File: config.mk
export PLATFORM = sky130hd
export DESIGN_NAME = cc_micro_sequencer_flat
export DESIGN_NICKNAME = d
export VERILOG_FILES = /design/src/rtl/cc_micro_sequencer_if.sv /design/src/rtl/cc_micro_sequencer.sv /design/src/flat_wrapper.sv
export SDC_FILE = /design/constraint.sdc
export NUM_CORES = 1
export LEC_CHECK = 0
export CAP_MARGIN = 40
export CORE_MARGIN = 1.5
export CORE_UTILIZATION = 46
export CTS_CLUSTER_SIZE = 30
export DETAILED_ROUTE_END_ITERATION = 7
export GPL_TIMING_DRIVEN = 0
export HOLD_SLACK_MARGIN = 0.08
export PLACE_DENSITY = 0.7
export SETUP_SLACK_MARGIN = 0.05
export SYNTH_ARGS = -nofsm -noshare
export SYNTH_HDL_FRONTEND = slang
export SYNTH_SLANG_ARGS = --single-unit
File: constraint.sdc
create_clock -name Seq_CLOCK_50 -period 8.6 [get_ports Seq_CLOCK_50]
set_clock_uncertainty 0.1 [all_clocks]
set_input_delay 1.72 -clock Seq_CLOCK_50 [delete_from_list [all_inputs] [get_ports Seq_CLOCK_50]]
set_output_delay 1.72 -clock Seq_CLOCK_50 [all_outputs]
set_load 0.02 [all_outputs]
File: src/rtl/cc_micro_sequencer_if.sv
// Bus between the ARC control unit (master) and its microsequencer (slave).
// Master drives the MIR fields, decode address, %psr flags, IR[13] and stall;
// slave returns the registered control-store address, taken flag, stack depth
// and the sticky overflow/underflow flags.
interface cc_micro_sequencer_if #(
  parameter int unsigned ADDR_WIDTH  = 11,
  parameter int unsigned COND_WIDTH  = 4,
  parameter int unsigned FLAG_WIDTH  = 4,
  parameter int unsigned STACK_DEPTH = 4
);
  localparam int unsigned DepthWidth = $clog2(STACK_DEPTH + 1);

  logic [COND_WIDTH-1:0] Seq_Condition;
  logic [ADDR_WIDTH-1:0] Seq_JumpAddr;
  logic [ADDR_WIDTH-1:0] Seq_DecodeAddr;
  logic [FLAG_WIDTH-1:0] Seq_Flags;
  logic                  Seq_Ir13;
  logic                  Seq_Stall;
  logic [ADDR_WIDTH-1:0] Seq_Addr;
  logic                  Seq_Taken;
  logic [DepthWidth-1:0] Seq_Depth;
  logic                  Seq_Overflow;
  logic                  Seq_Underflow;

  modport master (
    output Seq_Condition, Seq_JumpAddr, Seq_DecodeAddr, Seq_Flags, Seq_Ir13, Seq_Stall,
    input  Seq_Addr, Seq_Taken, Seq_Depth, Seq_Overflow, Seq_Underflow
  );

  modport slave (
    input  Seq_Condition, Seq_JumpAddr, Seq_DecodeAddr, Seq_Flags, Seq_Ir13, Seq_Stall,
    output Seq_Addr, Seq_Taken, Seq_Depth, Seq_Overflow, Seq_Underflow
  );
endinterface

File: src/rtl/cc_micro_sequencer.sv
// Microsequencer for the ARC control unit. Owns the control-store address
// register, evaluates the MIR COND field against %psr flags and IR[13], and
// provides microsubroutine CALL/RET through a return-address stack.
// Ports:
//   Seq_CLOCK_50    system clock, rising edge
//   Seq_RESET_InLow asynchronous reset, active low
//   bus (slave)     COND/JUMP/DECODE/flags/IR13/stall in; address, taken,
//                   stack depth, sticky overflow/underflow out (all registered)
module cc_micro_sequencer #(
  parameter int unsigned ADDR_WIDTH  = 11,
  parameter int unsigned COND_WIDTH  = 4,
  parameter int unsigned FLAG_WIDTH  = 4,
  parameter int unsigned STACK_DEPTH = 4
) (
  input  logic                Seq_CLOCK_50,
  input  logic                Seq_RESET_InLow,
  cc_micro_sequencer_if.slave bus
);

  localparam int unsigned DepthWidth = $clog2(STACK_DEPTH + 1);
  localparam int unsigned IdxWidth   = (STACK_DEPTH > 1) ? $clog2(STACK_DEPTH) : 1;

  typedef enum logic [3:0] {
    CondNext   = 4'h0,
    CondN      = 4'h1,
    CondZ      = 4'h2,
    CondV      = 4'h3,
    CondC      = 4'h4,
    CondIr13   = 4'h5,
    CondJump   = 4'h6,
    CondDecode = 4'h7,
    CondCall   = 4'h8,
    CondRet    = 4'h9,
    CondNotN   = 4'hA,
    CondNotZ   = 4'hB,
    CondNotV   = 4'hC,
    CondNotC   = 4'hD,
    CondNIr13  = 4'hE,
    CondRsvd   = 4'hF
  } cond_e;

  logic [ADDR_WIDTH-1:0] addr_q, addr_d;
  logic                  taken_q, taken_d;
  logic [DepthWidth-1:0] depth_q, depth_d;
  logic                  ovf_q, ovf_d;
  logic                  unf_q, unf_d;
  logic [ADDR_WIDTH-1:0] stack_q [STACK_DEPTH];

  logic [ADDR_WIDTH-1:0] addr_inc;
  logic                  push_en;
  logic [IdxWidth-1:0]   push_idx;
  logic [IdxWidth-1:0]   pop_idx;
  logic                  cond_in_range;
  cond_e                 cond_op;
  logic                  flag_n, flag_z, flag_v, flag_c;
  logic                  stack_full, stack_empty;

  assign flag_n = bus.Seq_Flags[FLAG_WIDTH-1];
  assign flag_z = bus.Seq_Flags[FLAG_WIDTH-2];
  assign flag_v = bus.Seq_Flags[FLAG_WIDTH-3];
  assign flag_c = bus.Seq_Flags[FLAG_WIDTH-4];

  // Codes beyond the 4-bit encoding (wider COND fields) behave as reserved.
  assign cond_in_range = ((bus.Seq_Condition >> 4) == '0);
  assign cond_op       = cond_in_range ? cond_e'(bus.Seq_Condition[3:0]) : CondRsvd;

  assign addr_inc    = addr_q + ADDR_WIDTH'(1);
  assign stack_full  = (depth_q == DepthWidth'(STACK_DEPTH));
  assign stack_empty = (depth_q == '0);
  assign push_idx    = IdxWidth'(depth_q);
  assign pop_idx     = IdxWidth'(depth_q - DepthWidth'(1));

  always_comb begin
    addr_d  = addr_inc;
    taken_d = 1'b0;
    depth_d = depth_q;
    ovf_d   = ovf_q;
    unf_d   = unf_q;
    push_en = 1'b0;

    if (bus.Seq_Stall) begin
      addr_d  = addr_q;
      taken_d = taken_q;
    end else begin
      unique case (cond_op)
        CondNext, CondRsvd: ;
        CondN:     if (flag_n)        begin addr_d = bus.Seq_JumpAddr; taken_d = 1'b1; end
        CondZ:     if (flag_z)        begin addr_d = bus.Seq_JumpAddr; taken_d = 1'b1; end
        CondV:     if (flag_v)        begin addr_d = bus.Seq_JumpAddr; taken_d = 1'b1; end
        CondC:     if (flag_c)        begin addr_d = bus.Seq_JumpAddr; taken_d = 1'b1; end
        CondIr13:  if (bus.Seq_Ir13)  begin addr_d = bus.Seq_JumpAddr; taken_d = 1'b1; end
        CondNotN:  if (!flag_n)       begin addr_d = bus.Seq_JumpAddr; taken_d = 1'b1; end
        CondNotZ:  if (!flag_z)       begin addr_d = bus.Seq_JumpAddr; taken_d = 1'b1; end
        CondNotV:  if (!flag_v)       begin addr_d = bus.Seq_JumpAddr; taken_d = 1'b1; end
        CondNotC:  if (!flag_c)       begin addr_d = bus.Seq_JumpAddr; taken_d = 1'b1; end
        CondNIr13: if (!bus.Seq_Ir13) begin addr_d = bus.Seq_JumpAddr; taken_d = 1'b1; end
        CondJump: begin
          addr_d  = bus.Seq_JumpAddr;
          taken_d = 1'b1;
        end
        CondDecode: begin
          addr_d  = bus.Seq_DecodeAddr;
          taken_d = 1'b1;
        end
        CondCall: begin
          // A full stack turns CALL into a plain increment so the return
          // chain already on the stack stays intact.
          if (stack_full) begin
            ovf_d = 1'b1;
          end else begin
            push_en = 1'b1;
            depth_d = depth_q + DepthWidth'(1);
            addr_d  = bus.Seq_JumpAddr;
            taken_d = 1'b1;
          end
        end
        CondRet: begin
          taken_d = 1'b1;
          if (stack_empty) begin
            addr_d = '0;
            unf_d  = 1'b1;
          end else begin
            depth_d = depth_q - DepthWidth'(1);
            addr_d  = stack_q[pop_idx];
          end
        end
        default: ;
      endcase
    end
  end

  always_ff @(posedge Seq_CLOCK_50 or negedge Seq_RESET_InLow) begin
    if (!Seq_RESET_InLow) begin
      addr_q  <= '0;
      taken_q <= 1'b0;
      depth_q <= '0;
      ovf_q   <= 1'b0;
      unf_q   <= 1'b0;
    end else begin
      addr_q  <= addr_d;
      taken_q <= taken_d;
      depth_q <= depth_d;
      ovf_q   <= ovf_d;
      unf_q   <= unf_d;
    end
  end

  // Stack contents need no reset: depth_q alone decides which entries are live,
  // so a write landing while reset is held is never observed.
  always_ff @(posedge Seq_CLOCK_50) begin
    if (push_en) begin
      stack_q[push_idx] <= addr_inc;
    end
  end

  assign bus.Seq_Addr      = addr_q;
  assign bus.Seq_Taken     = taken_q;
  assign bus.Seq_Depth     = depth_q;
  assign bus.Seq_Overflow  = ovf_q;
  assign bus.Seq_Underflow = unf_q;

endmodule

File: src/flat_wrapper.sv
// flat-port wrapper written by rule: the top's interface ports become plain ports
module cc_micro_sequencer_flat 
#(
  parameter int unsigned ADDR_WIDTH  = 11,
  parameter int unsigned COND_WIDTH  = 4,
  parameter int unsigned FLAG_WIDTH  = 4,
  parameter int unsigned STACK_DEPTH = 4
)
  (Seq_CLOCK_50, Seq_RESET_InLow, bus_Seq_Condition, bus_Seq_JumpAddr, bus_Seq_DecodeAddr, bus_Seq_Flags, bus_Seq_Ir13, bus_Seq_Stall, bus_Seq_Addr, bus_Seq_Taken, bus_Seq_Depth, bus_Seq_Overflow, bus_Seq_Underflow);
  cc_micro_sequencer_if #(.ADDR_WIDTH(ADDR_WIDTH), .COND_WIDTH(COND_WIDTH), .FLAG_WIDTH(FLAG_WIDTH), .STACK_DEPTH(STACK_DEPTH)) bus_i ();
  input  logic Seq_CLOCK_50;
  input  logic Seq_RESET_InLow;
  input wire logic [$bits(bus_i.Seq_Condition)-1:0] bus_Seq_Condition;
  input wire logic [$bits(bus_i.Seq_JumpAddr)-1:0] bus_Seq_JumpAddr;
  input wire logic [$bits(bus_i.Seq_DecodeAddr)-1:0] bus_Seq_DecodeAddr;
  input wire logic [$bits(bus_i.Seq_Flags)-1:0] bus_Seq_Flags;
  input wire logic [$bits(bus_i.Seq_Ir13)-1:0] bus_Seq_Ir13;
  input wire logic [$bits(bus_i.Seq_Stall)-1:0] bus_Seq_Stall;
  output wire logic [$bits(bus_i.Seq_Addr)-1:0] bus_Seq_Addr;
  output wire logic [$bits(bus_i.Seq_Taken)-1:0] bus_Seq_Taken;
  output wire logic [$bits(bus_i.Seq_Depth)-1:0] bus_Seq_Depth;
  output wire logic [$bits(bus_i.Seq_Overflow)-1:0] bus_Seq_Overflow;
  output wire logic [$bits(bus_i.Seq_Underflow)-1:0] bus_Seq_Underflow;
  assign bus_i.Seq_Condition = bus_Seq_Condition;
  assign bus_i.Seq_JumpAddr = bus_Seq_JumpAddr;
  assign bus_i.Seq_DecodeAddr = bus_Seq_DecodeAddr;
  assign bus_i.Seq_Flags = bus_Seq_Flags;
  assign bus_i.Seq_Ir13 = bus_Seq_Ir13;
  assign bus_i.Seq_Stall = bus_Seq_Stall;
  assign bus_Seq_Addr = bus_i.Seq_Addr;
  assign bus_Seq_Taken = bus_i.Seq_Taken;
  assign bus_Seq_Depth = bus_i.Seq_Depth;
  assign bus_Seq_Overflow = bus_i.Seq_Overflow;
  assign bus_Seq_Underflow = bus_i.Seq_Underflow;
  cc_micro_sequencer #(.ADDR_WIDTH(ADDR_WIDTH), .COND_WIDTH(COND_WIDTH), .FLAG_WIDTH(FLAG_WIDTH), .STACK_DEPTH(STACK_DEPTH)) u_core (.Seq_CLOCK_50(Seq_CLOCK_50), .Seq_RESET_InLow(Seq_RESET_InLow), .bus(bus_i));
endmodule
[After elaboration in Yosys (flattened, before gate mapping)]
Memory sizes are Yosys's and may differ from the RTL's.
Index checks and enable logic that the tools add are counted.
Cells by class
  add/sub/neg operators: 3
  eq/ne operators: 17
  muxes and demuxes: 32
  bitwise operators: 1
  reductions and logical operators: 6
Operator list (number)
  case mux 11 bit (14 select lines): 1
  2-to-1 mux 11 bit: 12
  equality test 4 bit, second input constant: 7
  equality test 4 x 3 -> 1 bit, second input constant: 4
  2-to-1 mux 1 bit: 15
  case mux 1 bit (12 select lines): 1
  adder 11 x 1 -> 11 bit, second input constant: 1
  equality test 4 x 2 -> 1 bit, second input constant: 2
  2-to-1 mux 3 bit: 2
  case mux 3 bit (2 select lines): 1
  AND reduction 3 bit: 2
  equality test 4 x 1 -> 1 bit, second input constant: 1
  != test 2 bit, second input constant: 2
  AND reduction 4 bit: 1
  adder 3 x 1 -> 3 bit, second input constant: 1
  equality test 3 bit, second input constant: 1
  logical NOT 3 bit: 1
  OR reduction 3 bit: 1
  subtractor 3 x 1 -> 3 bit, second input constant: 1
  nonzero test 2 bit: 1
  inverter 1 bit: 1
Word-level totals
  register bits after elaboration: 17
  RAM bits: 44
  input bits: 34
  output and inout bits: 17
  word-level logic and storage cells: 65
  memories kept: 1
Memories
  u_core.stack_q: depth 4, width 11, rd ports 1, clocked after memory_dff 0, write ports 1, RTL line cc_micro_sequencer.sv:47  | logic [ADDR_WIDTH-1:0] stack_q [STACK_DEPTH];

[Logic depth before layout (Yosys ltp)]
  word-level depth: 6
  mapped depth: 10
  mapped depth without buffers: 8

[Worst setup path before layout]
Ideal clock, no wire load.
  kind: input-to-reg
  from: input bus_Seq_Condition[0]
  to: memory u_core.stack_q[0][0] (enable)
  arrival time: 3.277 ns
  required time: 8.092 ns
  path slack: 4.815 ns
  stages on the path: 3
  cell sequence: or2_1 buf_2 nor4_1
Between the ends
  cells in the longest elaborated chain, start to end: 5
Ends and longest elaborated chain
  start: declaration: RTL line flat_wrapper.sv:13  | input wire logic [$bits(bus_i.Seq_Condition)-1:0] bus_Seq_Condition;
  equality test 4 bit: RTL line cc_micro_sequencer.sv:85  | unique case (cond_op)
  2-to-1 mux 1 bit: RTL line cc_micro_sequencer.sv:85
  2-to-1 mux 1 bit: RTL line cc_micro_sequencer.sv:81  | if (bus.Seq_Stall) begin
  2-to-1 mux 1 bit: RTL line cc_micro_sequencer.sv:151  | if (push_en) begin
  2-to-1 mux 1 bit (not written as such): RTL line cc_micro_sequencer.sv:152  | stack_q[push_idx] <= addr_inc;
  end: declaration: RTL line cc_micro_sequencer.sv:47
Every way passes these cells.

[Final worst setup path]
  from: input bus_Seq_Condition[2]
  to: register u_core.addr_q[8], in the netlist u_core.bus.Seq_Addr[8]
Between the ends
  cells in the longest elaborated chain, start to end: 2
Ends and longest elaborated chain
  equality test 4 bit (tied with other cells): RTL line cc_micro_sequencer.sv:85
  case mux 11 bit (14 select lines) (*): RTL line cc_micro_sequencer.sv:85
  end signal: assignment: RTL line cc_micro_sequencer.sv:140  | addr_q <= addr_d;
  end: declaration: RTL line cc_micro_sequencer.sv:42  | logic [ADDR_WIDTH-1:0] addr_q, addr_d;
Every way passes the cells marked *; elsewhere a longest branch is shown, timed or not.
A chain may end at the register's enable or synchronous reset.

==> metrics.txt <==
status=completed; Synth Cell Area=3430 µm²; simple-gate area share of the yosys netlist=15.6%; post-route ant nets=0; depth of the most critical reg-to-reg path=8; Pre-antenna DRT Iters=4; DR iter-0 viols=~150; CTS tree=built; vias per inst=a little under 6; clk root buf=clkbuf_8; CP max stage delay=0.61 ns; origin of the worst setup path=bus_Seq_Condition[2]; CTS buffer count=9; Leak=between 1.5 and 2 nW; DRT Wirelength=approximately 8000 µm; CTS resizes=0; Pins Over Slew Limit=0; yosys warns=0; fraction of registers with async set/reset=about 28%; slew margin rel.=51.1%; core area=approximately 7200 µm²; share of layout cells above drive strength 1=16.1%; Setup Fix Bufs, Post-CTS=0; CTS H-tree depth=3; die width=about 89 µm; CP Max Fanout=10; Hold Path Class=register to register; crit path capture type=register; mux share of post-synthesis cell area=between 7 and 8%; worst reg2reg path endpoint=u_core.bus.Seq_Addr[6]; initial antenna violation count=0; total track usage=21.5%; row count=31; DP HPWL=roughly 6000 µm; Compound-Gate Fraction of Synth Area=between 15 and 20%; highest-delay cell along the critical path=clkdlybuf4s50_1; number of fill cells=~590; boundary pin count=just over 50; flop2flop setup slack=approximately 5.7 ns; Synth cell types=64; max-cap viol count=0; Post-Syn Area per Cell=~12 µm²; IO Port Bufs=49; routability congestion estimate=0.850; Die Ht=89.3 µm; area of the multi-input gates=between 1500 and 2000 µm²; post-cts hold buffer count=0; Post-route DRC=0; total power=~0.98 mW; first-pass GRT wire length=between 10000 and 15000 µm; Worst Setup EP=u_core.bus.Seq_Addr[8]; Worst Max-Slew Pin Slew=about 0.73 ns; via count=about 2.6k; largest net degree at the start of global routing=18; startpoint types=primary input; WL/cell=18.0 µm; most frequent cells in the layout=49 x clkdlybuf4s50_1, 44 x edfxtp_1, 25 x nand2_1; Critical Path Stages=8; Pwr per Cell Area=around 230 nW/µm²; Critical Path RT=slightly below 9 ns; FF+latch count, synth=61; final setup TNS=0 ns; clk sinks=61; largest family of logic cells by synthesized area=compound AO/OA/AOI/OAI gates; critical path start-end classification=primary input to register; Die ar.=7970 µm²; GRT Residual Overflow=0; adder-cell share of the synthesized area=2.19%; syn_nets=between 300 and 400; area share of the largest cell type after synthesis=between 30 and 40%; worst skew pair latency=roughly 0.34 ns; EDFF count, synth=44; Clock Path Buffers=2; Synth Flop Type=edfxtp_1; post-synthesis xor/xnor area fraction=approximately 3.1%; synthesized instance count=280; highest clock rate=between 0.2 and 0.3 GHz; Synth-to-Final Area Change=23.8%; Worst Path Arrival=slightly below 4 ns; synth top area cells=edfxtp_1 39%, dfrtp_1 12%, mux4_2 7.2%, nand2_1 2.7%, ha_1 2.2%; Layout Nets=382; Yosys top cell by area=edfxtp_1; final core occ=around three fifths; Tmin final=roughly 3.8 ns; Worst-path clk slew=~0.08 ns; worst r2r src=u_core.bus.Seq_Depth[0]; Crit path max-delay family=compound AO/OA/AOI/OAI gates; vias in the first global route=about 2.5k; RSZ-0062 raised after global routing=false; # diodes=0; VDD IR max=slightly above 0.1 mV; Tcrit/Tclk final=between 40% and 50%; Cell Chain, Critical Path=clkdlybuf4s50_1, buf_6, nand3b_4, o22ai_2, a221oi_4, nand2_4, a222oi_1, o211ai_1; final setup violation count=0; Buf/Inv on CP=2; Starting Density=47.5%; register area=1750 µm²; commonest non-fill, non-tap cell in the layout=clkdlybuf4s50_1; Fin. Hold Viols=0; hold wc startpoint=u_core.bus.Seq_Overflow; post-synthesis sequential area ratio=about half
==> report_power, final <==
part	switching [mW]	internal (mW)	leakage, nW
clock	0.116	0.105	0.0898
combinational	0.193	0.177	0.844
sequential	0.0320	0.358	0.614
==> Yosys cell counts, drive strengths merged, types with 3 or more instances <==
cell    count
a221oi      4
a22o        4
nor2       13
edfxtp     44
and3        7
dfrtp      17
mux4       11
o21ai       6
and2        3
o22ai       8
o211ai      4
ha          6
xnor2       8
nand3       8
a222oi      5
a21boi      3
clkbuf      5
o221ai      6
nor3        7
xor2        4
nand2b      8
a21oi       9
nor3b       3
nand3b      8
buf        10
nand2      26
inv        14
==> layer usage <==
layer | up-vias | part of all wire, % | GRT usage [%]
met4 | 0 | 1.4 | 7.27
met2 | 86 | 49 | 33.4
met3 | 11 | 5.5 | 4.71
met5 | - | 0 | 0
met1 | 1264 | 44 | 29.9
li1 | 1211 | - | -
==> registers in the layout, indices dropped and copies added, names as in the netlist <==
| signal | flops |
|---|---|
| u_core.bus.Seq_Addr | 11 |
| u_core.bus.Seq_Depth | 3 |
| u_core.bus.Seq_Overflow | 1 |
| u_core.bus.Seq_Taken | 1 |
| u_core.bus.Seq_Underflow | 1 |
| u_core.stack_q | 44 |
==> worst min path at each step <==
stage               slack [ns]  depth (start not counted)                       end
finish                    0.36                          1   u_core.bus.Seq_Overflow
global route              0.37                          1   u_core.bus.Seq_Overflow
CTS                       0.36                          1   u_core.bus.Seq_Overflow
detailed placement        0.35                          1   u_core.bus.Seq_Overflow
global placement          0.34                          1   u_core.bus.Seq_Overflow
floorplan                 0.47                          1  u_core.bus.Seq_Underflow
==> metrics by stage <==
step / instance area (µm²) / worst slack, ns / hold slack, ns / instances
4_1_cts: 4240 / 4.80 / 0.361 / 446
6_report: 4240 / 4.79 / 0.356 / 446
3_3_place_gp: 4040 / 3.55 / 0.341 / 428
3_5_place_dp: 4070 / 4.44 / 0.345 / 430
5_1_grt: 4240 / 4.62 / 0.370 / 446
2_1_floorplan: 3430 / 4.82 / 0.465 / 280
==> kinds of logic (layout without fill, tap and decap cells) <==
logic type	Yosys count	in the layout
fa+ha+maj	6	6
compound gates	65	65
xor+xnor	12	12
flops	61	61
buf+inv	30	97
simple gates	94	94
mux	12	12
==> area by class of cell <==
| type | count | share of cell area [%] |
|---|---|---|
| buffer | 16 | 2.42 |
| inverter | 14 | 1.24 |
| multi-input combinational | 189 | 36.1 |
| clock buffer | 9 | 2.92 |
| timing repair buffer | 51 | 12.1 |
| sequential | 61 | 41.2 |
| clock inverter | 7 | 1.15 |
| tap | 99 | 2.92 |
(Power assumes the default switching activity.)
